$ cat src/rtl/decode_queue_pkg.sv
// Shared pipeline types for the fetch->decode->read path: register types,
// adjustment kinds, operation codes and the decoded read-stage bundle.
package decode_queue_pkg;

    localparam int REGW_P = 5;
    localparam int XLEN_P = 32;

    typedef logic [REGW_P-1:0] regind_t;
    typedef logic [XLEN_P-1:0] regval_t;

    typedef enum logic [1:0] {
        ADJ_ADD   = 2'd0,
        ADJ_LEFT  = 2'd1,
        ADJ_RIGHT = 2'd2,
        ADJ_NONE  = 2'd3
    } adjustment_t;

    localparam logic [3:0] OP_OR  = 4'd10;
    localparam logic [3:0] OP_XOR = 4'd12;
    localparam logic [3:0] OP_MEM = 4'd14;
    localparam logic [3:0] OP_CX  = 4'd15;

    localparam regind_t PC = 5'd31;

    typedef struct packed {
        logic [3:0]  operation;
        regind_t     destination;
        regind_t     left;
        regind_t     right;
        regind_t     address;
        adjustment_t adjustment_operation;
        regval_t     adjustment_value;
        logic        is_reading_memory;
        logic        is_writing_memory;
    } decoded_t;

endpackage

$ cat src/rtl/decode_queue_instruction_decoder.sv
// Combinational decode of one instruction word into the read-stage bundle,
// plus CNVZ predicate evaluation and the PC-redirect candidate.
module instruction_decoder
    import decode_queue_pkg::*;
(
    input  logic [31:0] instruction,
    input  logic [3:0]  flags,
    output decoded_t    bundle,
    output logic        is_valid,
    output logic        is_pc_changing
);

    logic [3:0] op;
    assign op = instruction[26:23];

    always_comb begin
        bundle.operation            = op;
        bundle.destination          = instruction[22:18];
        bundle.left                 = instruction[16:12];
        bundle.right                = '0;
        bundle.address              = instruction[15:11];
        bundle.adjustment_operation = adjustment_t'(instruction[6:5]);
        bundle.adjustment_value     = '0;
        bundle.is_reading_memory    = 1'b0;
        bundle.is_writing_memory    = 1'b0;

        case (op)
            OP_MEM: begin
                bundle.left                 = '0;
                bundle.operation            = OP_OR;
                bundle.adjustment_operation = ADJ_ADD;
                case (instruction[17:16])
                    2'd0: begin
                        bundle.is_reading_memory = 1'b1;
                        bundle.adjustment_value  = {{21{instruction[10]}}, instruction[10:0]};
                    end
                    2'd1: bundle.adjustment_value = {{16{instruction[15]}}, instruction[15:0]};
                    2'd2: begin
                        bundle.operation        = OP_XOR;
                        bundle.left             = instruction[22:18];
                        bundle.adjustment_value = {instruction[15:0], 16'h0};
                    end
                    default: begin
                        bundle.is_writing_memory    = 1'b1;
                        bundle.left                 = instruction[22:18];
                        bundle.adjustment_operation = ADJ_LEFT;
                        bundle.adjustment_value     = {{21{instruction[10]}}, instruction[10:0]};
                    end
                endcase
            end
            OP_CX: begin
                bundle.is_reading_memory    = 1'b1;
                bundle.is_writing_memory    = 1'b1;
                bundle.address              = instruction[6:2];
                bundle.adjustment_operation = ADJ_ADD;
            end
            default: begin
                if (instruction[17]) begin
                    bundle.right            = instruction[11:7];
                    bundle.adjustment_value = {{27{instruction[4]}}, instruction[4:0]};
                end else begin
                    bundle.adjustment_operation = ADJ_ADD;
                    bundle.adjustment_value     = {{20{instruction[11]}}, instruction[11:0]};
                end
            end
        endcase
    end

    // Predicate bit 31 selects whether the masked flags must be set or clear.
    assign is_valid       = instruction[31] == |(instruction[30:27] & flags);
    assign is_pc_changing = is_valid && (!bundle.is_writing_memory || bundle.is_reading_memory)
                            && (bundle.destination == PC);

endmodule

$ cat src/rtl/decode_queue.sv
// Decode stage with a DEPTH-entry queue decoupling fetch from read stalls; 2-cycle min latency,
// in_hold when full, out_hold freezes the output. Optional counters: DECODE_QUEUE_PERF_EN.
module decode_queue
    import decode_queue_pkg::*;
#(
    parameter int DEPTH = 4,
    parameter int XLEN  = 32,
    parameter int REGW  = 5
) (
    input  logic                       clock,
    input  logic                       reset_n,
    input  logic [3:0]                 flags,
    input  logic                       in_valid,
    input  logic [31:0]                in_instruction,
    input  logic [XLEN-1:0]            in_pc,
    output logic                       in_hold,
    output logic                       is_pc_changing,
    input  logic                       out_hold,
    output logic                       out_is_valid,
    output logic [XLEN-1:0]            out_pc,
    output logic [3:0]                 out_operation,
    output logic [REGW-1:0]            out_destination_register,
    output logic [REGW-1:0]            out_left_register,
    output logic [REGW-1:0]            out_right_register,
    output logic [REGW-1:0]            out_address_register,
    output logic [1:0]                 out_adjustment_operation,
    output logic [XLEN-1:0]            out_adjustment_value,
    output logic                       out_is_reading_memory,
    output logic                       out_is_writing_memory,
    output logic                       out_has_flushed,
    output logic [$clog2(DEPTH):0]     out_occupancy
`ifdef DECODE_QUEUE_PERF_EN
    ,
    output logic [31:0]                out_issued_count,
    output logic [31:0]                out_squashed_count
`endif
);

    localparam int AW = $clog2(DEPTH);
    localparam int OW = AW + 1;

    logic [31:0]     q_instruction [DEPTH];
    logic [XLEN-1:0] q_pc [DEPTH];
    logic [AW-1:0]   wr_ptr, rd_ptr;
    logic [OW-1:0]   occupancy;

    decoded_t head;
    logic     head_valid, head_redirect;
    logic     issuing, push;

    instruction_decoder u_decoder (
        .instruction    (q_instruction[rd_ptr]),
        .flags          (flags),
        .bundle         (head),
        .is_valid       (head_valid),
        .is_pc_changing (head_redirect)
    );

    assign issuing        = !out_hold && (occupancy != '0);
    assign is_pc_changing = issuing && head_redirect;
    assign in_hold        = (occupancy == OW'(DEPTH)) && reset_n;
    assign push           = in_valid && !in_hold && !is_pc_changing;
    assign out_occupancy  = occupancy;

    always_ff @(posedge clock or negedge reset_n) begin
        if (!reset_n) begin
            wr_ptr    <= '0;
            rd_ptr    <= '0;
            occupancy <= '0;
        end else if (is_pc_changing) begin
            rd_ptr    <= wr_ptr;
            occupancy <= '0;
        end else begin
            if (push)    wr_ptr <= wr_ptr + 1'b1;
            if (issuing) rd_ptr <= rd_ptr + 1'b1;
            occupancy <= occupancy + OW'(push) - OW'(issuing);
        end
    end

    always_ff @(posedge clock) begin
        if (push) begin
            q_instruction[wr_ptr] <= in_instruction;
            q_pc[wr_ptr]          <= in_pc;
        end
    end

    // An empty queue loads a bubble: 1-bit outputs drop, data fields keep their values.
    always_ff @(posedge clock or negedge reset_n) begin
        if (!reset_n) begin
            out_is_valid             <= 1'b0;
            out_pc                   <= '0;
            out_operation            <= '0;
            out_destination_register <= '0;
            out_left_register        <= '0;
            out_right_register       <= '0;
            out_address_register     <= '0;
            out_adjustment_operation <= '0;
            out_adjustment_value     <= '0;
            out_is_reading_memory    <= 1'b0;
            out_is_writing_memory    <= 1'b0;
            out_has_flushed          <= 1'b0;
        end else if (!out_hold) begin
            if (issuing) begin
                out_is_valid             <= head_valid;
                out_pc                   <= q_pc[rd_ptr];
                out_operation            <= head.operation;
                out_destination_register <= head.destination;
                out_left_register        <= head.left;
                out_right_register       <= head.right;
                out_address_register     <= head.address;
                out_adjustment_operation <= head.adjustment_operation;
                out_adjustment_value     <= head.adjustment_value;
                out_is_reading_memory    <= head.is_reading_memory;
                out_is_writing_memory    <= head.is_writing_memory;
                out_has_flushed          <= is_pc_changing;
            end else begin
                out_is_valid          <= 1'b0;
                out_is_reading_memory <= 1'b0;
                out_is_writing_memory <= 1'b0;
                out_has_flushed       <= 1'b0;
            end
        end
    end

`ifdef DECODE_QUEUE_PERF_EN
    // A flush discards every entry behind the head plus any offer fetch made that cycle.
    always_ff @(posedge clock or negedge reset_n) begin
        if (!reset_n) begin
            out_issued_count   <= '0;
            out_squashed_count <= '0;
        end else begin
            if (issuing) out_issued_count <= out_issued_count + 32'd1;
            if (is_pc_changing)
                out_squashed_count <= out_squashed_count + 32'(occupancy) - 32'd1
                                      + 32'(in_valid && !in_hold);
        end
    end
`endif

endmodule

$ cat config.mk
export PLATFORM = sky130hd
export DESIGN_NAME = decode_queue
export DESIGN_NICKNAME = d
export VERILOG_FILES = /design/src/rtl/decode_queue_pkg.sv /design/src/rtl/decode_queue_instruction_decoder.sv /design/src/rtl/decode_queue.sv
export SDC_FILE = /design/constraint.sdc
export NUM_CORES = 1
export LEC_CHECK = 0
export ABC_AREA = 1
export CAP_MARGIN = 20
export CELL_PAD_IN_SITES_DETAIL_PLACEMENT = 1
export CELL_PAD_IN_SITES_GLOBAL_PLACEMENT = 2
export CORE_AREA = 3 3 243 245
export CTS_BUF_LIST = sky130_fd_sc_hd__clkbuf_4 sky130_fd_sc_hd__clkbuf_8
export CTS_CLUSTER_DIAMETER = 200
export DETAILED_ROUTE_END_ITERATION = 10
export DIE_AREA = 0 0 246 248
export PLACE_DENSITY = 0.53
export SLEW_MARGIN = 15
export SYNTH_ARGS = -nofsm -noshare
export SYNTH_HDL_FRONTEND = slang
export SYNTH_SLANG_ARGS = --single-unit
export TNS_END_PERCENT = 100
$ cat constraint.sdc
create_clock -name clock -period 7.4 [get_ports clock]
set_clock_uncertainty 0.2 [all_clocks]
set_input_delay 1.48 -clock clock [delete_from_list [all_inputs] [get_ports clock]]
set_output_delay 1.48 -clock clock [all_outputs]
set_load 0.005 [all_outputs]
[Yosys cells after proc, flatten, opt, wreduce, memory -nomap -nowiden]
Memory sizes are Yosys's and may differ from the RTL's. A register that Yosys moved wholly into a read port is not among the register bits.
Cells that the tools add are included.
Widths: inputs -> output; s select.
Cells by class
  reductions and logical operators: 22
  $add $sub $neg: 4
  bitwise logic cells: 3
  multiplexer cells: 25
  eq/ne operators: 7
Operators with widths (number)
  $pmux 32 s2: 2
  $mux 32: 1
  $mux 5: 5
  $mux 1: 9
  $eq 4x4->1 const B: 2
  $pmux 2 s2: 2
  $logic_and 1x1->1: 7
  $mux 2: 3
  $mux 3: 2
  $eq 5x5->1 const B: 1
  $logic_not 1->1: 5
  $add 2x1->2 const B: 2
  $and 4x4->4: 1
  $mux 4: 1
  $reduce_and 2->1: 2
  $reduce_or 2->1: 2
  $reduce_or 4->1: 1
  $add 3x1->3: 1
  $eq 3x3->1 const B: 1
  $reduce_bool 3->1: 1
  $reduce_or 3->1: 1
  $sub 3x1->3: 1
  $eq 2x1->1 const B: 1
  $eq 2x2->1 const B: 1
  5 further kinds: 6
Word-level totals
  word-level logic and storage cells: 77
  bits in writable memories: 256
  flip-flop bits (word level): 69
  memories kept: 2
Memories
  q_instruction: depth 4, bits a word 32, read ports 1, clocked after memory_dff 0, write ports 1, line decode_queue.sv:42  | logic [31:0] q_instruction [DEPTH];
  q_pc: depth 4, bits a word 32, read ports 1, clocked after memory_dff 1, write ports 1, line decode_queue.sv:43  | logic [XLEN-1:0] q_pc [DEPTH];

[Depth between registers and ports, before layout]
Gate-level depths: netlist (run 1).
An unclocked memory read counts as a cell.
  depth in word-level cells: 15
  gate-level depth with buffers: 20
  mapped depth without buffers: 18

[Hierarchy]
Synthesis (run 1) repeated with hierarchy kept, for this count alone.
Unflattened totals
  cells, all modules: 1444
  area, all modules: 15040.7 µm²
Modules (own cells, without submodules)
  decode_queue: area each 14047.2 µm², cells an instance 1272, instances 1, seq. area each 10214.8 µm²
  instruction_decoder: area each 993.5 µm², cells an instance 172, instances 1, seq. area each 0.0 µm²

[Worst setup path before layout (run 1)]
Ideal clock, no wire load.
  path kind: reg-to-reg
  start point: register rd_ptr[0]
  end point: memory q_instruction[0][0], enable pin
  period minus slack after synthesis: 5.534 ns
  slack: 1.866 ns
  data arrival time: 4.848 ns
  data required time: 6.714 ns
  stages on the path, launching flop included: 15
  buffers on the path: 4
  cell sequence: dfrtp_1 -> inv_2 -> buf_6 -> buf_6 -> buf_2 -> buf_2 -> nand2_1 -> a32oi_1 -> inv_1 -> ha_1 -> nor2_1 -> nor2_2 -> nand3_2 -> nand2_4 -> nor2_1
On the way
  cells in the longest elaborated chain, start to end: 14
Ends and longest elaborated chain
  start, declared: line decode_queue.sv:44  | logic [AW-1:0] wr_ptr, rd_ptr;
  start signal, assigned: line decode_queue.sv:71  | rd_ptr <= wr_ptr;
  start signal, assigned: line decode_queue.sv:75  | if (issuing) rd_ptr <= rd_ptr + 1'b1;
  $mem_v2 4x32 *
  $eq 2x1->1, or another cell as far along: line decode_queue_instruction_decoder.sv:32  | case (instruction[17:16])
  $reduce_or 3->1 (no line)
  $mux 1: line decode_queue_instruction_decoder.sv:32
  $pmux 2 s2: line decode_queue_instruction_decoder.sv:27  | case (op)
  $logic_not 1->1: line decode_queue_instruction_decoder.sv:71  | assign is_pc_changing = is_valid && (!bundle.is_writing_memory || bundle.is_reading_memory)
  $logic_or 1x1->1: line decode_queue_instruction_decoder.sv:71
  $logic_and 1x1->1: line decode_queue_instruction_decoder.sv:71
  $logic_and 1x1->1 *: line decode_queue_instruction_decoder.sv:72  | && (bundle.destination == PC);
  $logic_and 1x1->1 *: line decode_queue.sv:60  | assign is_pc_changing = issuing && head_redirect;
  $logic_not 1->1 *: line decode_queue.sv:62  | assign push = in_valid && !in_hold && !is_pc_changing;
  $logic_and 1x1->1 *: line decode_queue.sv:62
  $mux 1 *: line decode_queue.sv:81  | if (push) begin
  $mux 1 (not written as such) *: line decode_queue.sv:82  | q_instruction[wr_ptr] <= in_instruction;
  end, declared: line decode_queue.sv:42
Every way passes the cells marked *; elsewhere a longest branch is shown, timed or not.

[Final worst setup path (run 1)]
  start point: register rd_ptr[0]
  end point: output is_pc_changing
On the way
  cells in the longest elaborated chain, start to end: 10
Ends and longest elaborated chain
  $mem_v2 4x32 *
  $eq 2x1->1, or another cell as far along: line decode_queue_instruction_decoder.sv:32
  $reduce_or 3->1 (no line)
  $mux 1: line decode_queue_instruction_decoder.sv:32
  $pmux 2 s2: line decode_queue_instruction_decoder.sv:27
  $logic_not 1->1: line decode_queue_instruction_decoder.sv:71
  $logic_or 1x1->1: line decode_queue_instruction_decoder.sv:71
  $logic_and 1x1->1: line decode_queue_instruction_decoder.sv:71
  $logic_and 1x1->1 *: line decode_queue_instruction_decoder.sv:72
  $logic_and 1x1->1 *: line decode_queue.sv:60
  end, declared: line decode_queue.sv:17  | output logic is_pc_changing,
Marks and branches as above.

==> flow_summary.json, run 1 <==
{
  "worst-setup-path-type": "reg2out",
  "seq_area_frac_synth": 0.721,
  "maxCapViolations": 0,
  "yosys-top-cells-count": "256 x edfxtp_1, 214 x nor2_1, 211 x nand2_1",
  "yosysWarnings": 0,
  "power.density_nw_per_um2": 425,
  "coreArea_um2": 57400,
  "hold_viol_final": 0,
  "initial_core_util": 0.247,
  "synth_edf_count": 256,
  "rows": 88,
  "wl_mm": 42.1,
  "grt_pass1_vias": 10193,
  "fmax_ghz": 0.177,
  "critical_path_arrival_ps": 3970,
  "critPathRequiredTime_ps": 5720,
  "cts_max_level": 3,
  "netlist.area_leader.share": 0.542,
  "finalInstanceArea_um2": 18000,
  "synthTopCellsByArea": "edfxtp_1 54%, dfrtp_1 18%, nor2_1 5.7%",
  "ys_seq_elements": 357,
  "fin_nets": 1476,
  "totalNegativeSetupSlack_ps": 0,
  "slew_headroom": 0.331,
  "cts_sinks": 357,
  "worstSkewPairLatency_ps": 610,
  "grt_pass1_wl_mm": 63.3,
  "cts_resized": 0,
  "ctsRootBufferMaster": "clkbuf_8",
  "outcome": "finished clean",
  "seq_area_um2": 10200,
  "ant_nets": 0,
  "drc": 0,
  "hpwl_mm": 25.8,
  "ys_types": 37,
  "hp-class": "reg2reg",
  "period_share": 0.763,
  "avgSynthCellArea_um2": 11.8,
  "multi_input_area_um2": 3450,
  "n_fill_cell": 6275,
  "syn_to_final_growth_pct": 27.3,
  "yosys.area.top_type": "edfxtp_1",
  "cts_buffer_depth": 3,
  "grt.overflow.total": 0,
  "postCtsHoldBufs": 0,
  "rsz0062_at_grt": "false",
  "yosysMostFrequentCell": "edfxtp_1",
  "drive_gt1_frac": 0.121,
  "die_w_um": 246,
  "cts.clk_slew.worst_paths_ps": 50,
  "cts_setup_buffers": 0,
  "drt_iter0_drc": 474,
  "p_leak_nw": 6.81,
  "tightest_slew_ps": 1000,
  "antenna_found_initial": 5,
  "placed_area_um2": 16700,
  "setup_viol": 0,
  "die_area_um2": 61000,
  "holdPathStages": 2,
  "reg2regPathDepth": 11,
  "fin_crit_ps": 5650,
  "syn-cell-area_um2": 14200,
  "grt_max_degree": 78,
  "synthArstFlopShare": 0.283,
  "grt.total_usage": 0.139,
  "worstSetupEndpointType": "output pin",
  "gp_congestion": 0.714,
  "cts_tree": "yes",
  "dieHeight_um": 248,
  "cts-buffers-inserted": 68,
  "postSynthNetCount": 1280,
  "dr.pass1.iters": 4,
  "io_pins": 171,
  "peakVddDrop_uv": 157,
  "cp-start-kind": "flop",
  "synth_cells": 1197,
  "routedWlPerCell_um": 19.0,
  "drv_slew": 0,
  "ys.flop_type": "edfxtp_1",
  "crit_fanout": 65,
  "vias_per_cell": 4.31,
  "portBuffers": 170,
  "via_count": 9545
}
==> per-stage QoR <==
stage | hold slack [ps] | std cells | util | power [mW] | worst slack, ps
after detailed placement | 268 | 2088 | 0.291 | 5.91 | 2060
after CTS | 283 | 2211 | 0.314 | 7.90 | 1480
after floorplan | 271 | 1197 | - | 4.55 | 1870
final | 276 | 2213 | 0.315 | 7.67 | 1750
after global routing | 327 | 2211 | 0.314 | 8.29 | 1350
after global placement | 269 | 2088 | 0.291 | 5.88 | 2100
==> final cells by class <==
cell class,instances,area share
clock inverter,15,0.00444
inverter,58,0.0127
clock buffer,108,0.0702
timing repair buffer,187,0.102
sequential,357,0.566
antenna,2,0.000277
multi-input combinational,721,0.191
tap,765,0.0530
==> worst max-delay path, stage by stage, from the launching register on <==
cell and delay [ps]:
dfrtp_4 860, inv_4 440, nor2_2 180, nor2_1 60, o21ai_2 80, nand2_2 150
ha_1 250, nand3_1 110, nor2_1 60, nor2_2 170, nand3_2 230, inv_1 170
clkdlybuf4s50_1 530
==> where the power goes <==
group          total, mW  leakage [nW]  internal (mW)  switching (mW)
combinational       2.69          2.56           1.03            1.66
sequential          3.05          3.54           2.73           0.317
clock               1.92         0.714           1.08           0.836
total               7.67          6.81           4.85            2.82
==> cells by family (layout without fill, tap and decap cells) <==
| kind of cell | count (synthesis) | count (layout) | synth area share |
|---|---|---|---|
| AOI/OAI and AO/OA | 193 | 193 | 0.0766 |
| DFF | 357 | 357 | 0.721 |
| xor gates and xnor gates | 3 | 3 | 0.00185 |
| buffers and inverters | 119 | 368 | 0.0381 |
| and+or+nand+nor | 514 | 514 | 0.152 |
| other | 0 | 2 | 0 |
| adders and majority gates | 11 | 11 | 0.0102 |
==> routing by layer <==
layer | share of wire | vias to the layer above | track usage | wire length, um
met1 | 0.44 | 4721 | 0.175 | 18500
met4 | 0.021 | 6 | 0.0403 | 897
met5 | 0.00069 | - | 0 | 29
met2 | 0.48 | 210 | 0.232 | 20100
met3 | 0.062 | 76 | 0.0404 | 2610
li1 | - | 4532 | - | -
==> registers in the layout, summed over array words and instances (netlist names), 3 cells and up <==
register	cells
out_destination_register	5
q_instruction	128
out_left_register	5
out_adjustment_value	32
out_occupancy	3
q_pc	128
out_operation	4
out_pc	32
out_right_register	5
out_address_register	5
==> layout by cell type, fill, tap and decap left out, types with 17 or more instances in the layout <==
| master | Yosys | layout |
|---|---|---|
| o21ai_0 | 105 | 105 |
| dfrtp_1 | 101 | 99 |
| clkdlybuf4s50_1 | 0 | 169 |
| a31oi_1 | 38 | 38 |
| nand3_1 | 60 | 60 |
| clkbuf_4 | 0 | 35 |
| edfxtp_1 | 256 | 256 |
| a21oi_1 | 23 | 23 |
| clkbuf_8 | 0 | 73 |
| nor2_1 | 214 | 210 |
| nand2_1 | 211 | 211 |
| inv_1 | 53 | 52 |
| buf_4 | 1 | 17 |
==> worst paths after layout <==
check | from | slack (ps) | to
setup / recovery | rd_ptr[0]$_DFFE_PN0P_ | 1750 | is_pc_changing
hold / removal | out_adjustment_value[15]$_DFFE_PN0P_ | 280 | out_adjustment_value[15]$_DFFE_PN0P_
max in group asynchronous | reset_n | 5310 | rd_ptr[0]$_DFFE_PN0P_
hold reg to reg | out_adjustment_value[15]$_DFFE_PN0P_ | 280 | out_adjustment_value[15]$_DFFE_PN0P_
setup reg to reg | rd_ptr[0]$_DFFE_PN0P_ | 2730 | q_pc[3][8]$_DFFE_PP_
min in group asynchronous | reset_n | 570 | out_operation[0]$_DFFE_PN0P_
Power figures use the tool's default switching activity.
==> run 2: changes to the inputs <==
==> constraint.sdc (replaced) <==
create_clock -name clock -period 5.4 [get_ports clock]
set_clock_uncertainty 0.2 [all_clocks]
set_input_delay 1.08 -clock clock [delete_from_list [all_inputs] [get_ports clock]]
set_output_delay 1.08 -clock clock [all_outputs]
set_load 0.005 [all_outputs]
==> run 2 against run 1 <==
Design area about the same. Combinational power up 40%. Wire length up 0.29%. Die area unchanged. Worst setup slack worse by 1200 ps.
==> flow_summary.json, run 2 (synthesis gave the netlist of run 1 again) <==
{
  "outcome": "finished clean",
  "dieHeight_um": 248,
  "fin_util": 0.315,
  "whs_ps": 146,
  "antenna_found_initial": 4,
  "mostFrequentLayoutCell": "edfxtp_1",
  "routedWlPerCell_um": 19.1,
  "p_leak_nw": 6.82,
  "fin_nets": 1476,
  "cp-start-kind": "flop",
  "power.density_nw_per_um2": 581,
  "grt_max_degree": 95,
  "tightest_slew_ps": 973,
  "die_w_um": 246,
  "rsz0062_at_grt": "false",
  "cp_slowest_cell": "dfrtp_4",
  "cts_sinks": 357,
  "period_share": 0.894,
  "fmax_ghz": 0.207,
  "die_area_um2": 61000,
  "peakVddDrop_uv": 199,
  "grt.total_usage": 0.140,
  "top_regs": "q_instruction (128), q_pc (128)",
  "grt.overflow.total": 0,
  "wl_mm": 42.2,
  "cts.clk_slew.worst_paths_ps": 60,
  "hold_viol_final": 0,
  "drt_iter0_drc": 470,
  "rows": 88,
  "cts_tree": "yes",
  "drive_gt1_frac": 0.118,
  "power_mw": 10.5,
  "gp_congestion": 0.687,
  "crit_fanout": 34,
  "worstSetupEndpointType": "output pin",
  "drc": 0,
  "hp-class": "in2async",
  "io_pins": 171,
  "cts_buffer_depth": 3,
  "ctsRootBufferMaster": "clkbuf_8",
  "fin_crit_ps": 4830,
  "critPathRequiredTime_ps": 4120,
  "hpwl_mm": 25.6,
  "setup_slack_ps": 571,
  "initial_core_util": 0.247,
  "totalNegativeSetupSlack_ps": 0,
  "cts-buffers-inserted": 67,
  "syn_to_final_growth_pct": 27.4,
  "worst-setup-path-type": "reg2out",
  "cp_cell_sequence": "buf_4 -> nand2_1 -> a32oi_1 -> inv_1 -> ha_1 -> nor2_1 -> nor2_2 -> nand3_2 -> inv_1 -> clkdlybuf4s50_1",
  "drv_slew": 0,
  "grt_pass1_wl_mm": 63.5,
  "final_cell_mix": "256 x edfxtp_1, 211 x nand2_1, 210 x nor2_1",
  "cts_max_level": 3,
  "worstSkewPairLatency_ps": 630,
  "coreArea_um2": 57400,
  "cp_common_cell": "inv_1",
  "post-place-ws_ps": 876,
  "dr.pass1.iters": 4,
  "critPathMaxStageDelay_ps": 650,
  "grt_pass1_vias": 10146,
  "vias_per_cell": 4.30,
  "ant_nets": 0,
  "maxCapViolations": 0,
  "portBuffers": 170,
  "slew_headroom": 0.351,
  "critical_path_arrival_ps": 3550,
  "setup_viol": 0,
  "via_count": 9513
}
## run 2: routing by layer
layer	track usage	routed length (um)
met1	0.182	19200
met2	0.228	19900
met3	0.0360	2090
met4	0.0427	923
met5	0	42
## run 2: worst max-delay path: cells and delay by family, from the launching register on
| kind | cells | cell delay, ps |
|---|---|---|
| buf+inv | 4 | 1140 |
| flops | 1 | 650 |
| simple gates | 4 | 480 |
| compound gates | 1 | 400 |
| fa+ha+maj | 1 | 240 |
## run 2: through the flow
step / cell area (um2) / instances
after floorplan: 14200 / 1197
after global placement: 16700 / 2088
after detailed placement: 16700 / 2088
after CTS: 18000 / 2209
after global routing: 18100 / 2210
final: 18100 / 2211
## run 2: area by class of cell
cell class / instances / area [um2]
Fill cell: 6315 / 39300
Inverter: 58 / 229
Clock buffer: 102 / 1220
Antenna cell: 1 / 2.50
Tap cell: 765 / 957
Clock inverter: 19 / 98.8
Timing Repair Buffer: 188 / 1880
Multi-Input combinational cell: 721 / 3450
Sequential cell: 357 / 10200
## run 2: timing repair
action	in CTS	in global routing
endpoints found under the hold margin	0	0
hold buffers	0	0
setup endpoints to repair	0	1
gates resized for setup	0	0
buffers inserted	0	1
## run 2: where the power goes
| part | switching, mW | internal [mW] |
|---|---|---|
| clock | 1.15 | 1.45 |
| combinational | 2.32 | 1.44 |
| sequential | 0.390 | 3.75 |
## run 2: path summary, 6_finish.rpt
kind                                                    from                                 to  slack, ps  cells past startpoint
max reg2reg                            rd_ptr[0]$_DFFE_PN0P_         out_occupancy[2]$_DFF_PN0_       1410                     16
max in group asynchronous                            reset_n              rd_ptr[0]$_DFFE_PN0P_       3690                      2
max                                    rd_ptr[0]$_DFFE_PN0P_                     is_pc_changing        570                     10
min                                                  reset_n       out_operation[3]$_DFFE_PN0P_        150                      1
min in group clock         out_right_register[0]$_DFFE_PN0P_  out_right_register[0]$_DFFE_PN0P_        290                      2
min reg2reg                out_right_register[0]$_DFFE_PN0P_  out_right_register[0]$_DFFE_PN0P_        290                      2
==> run 3: changes to the inputs <==
--- a/config.mk
+++ b/config.mk
@@ -6,6 +6,7 @@
 export NUM_CORES = 1
 export LEC_CHECK = 0
 export ABC_AREA = 1
+export ABC_CLOCK_PERIOD_IN_PS = 5400
 export CAP_MARGIN = 20
 export CELL_PAD_IN_SITES_DETAIL_PLACEMENT = 1
 export CELL_PAD_IN_SITES_GLOBAL_PLACEMENT = 2
==> results of run 3 <==
Same layout as run 2: the final DEF is identical, and so are final timing and power.
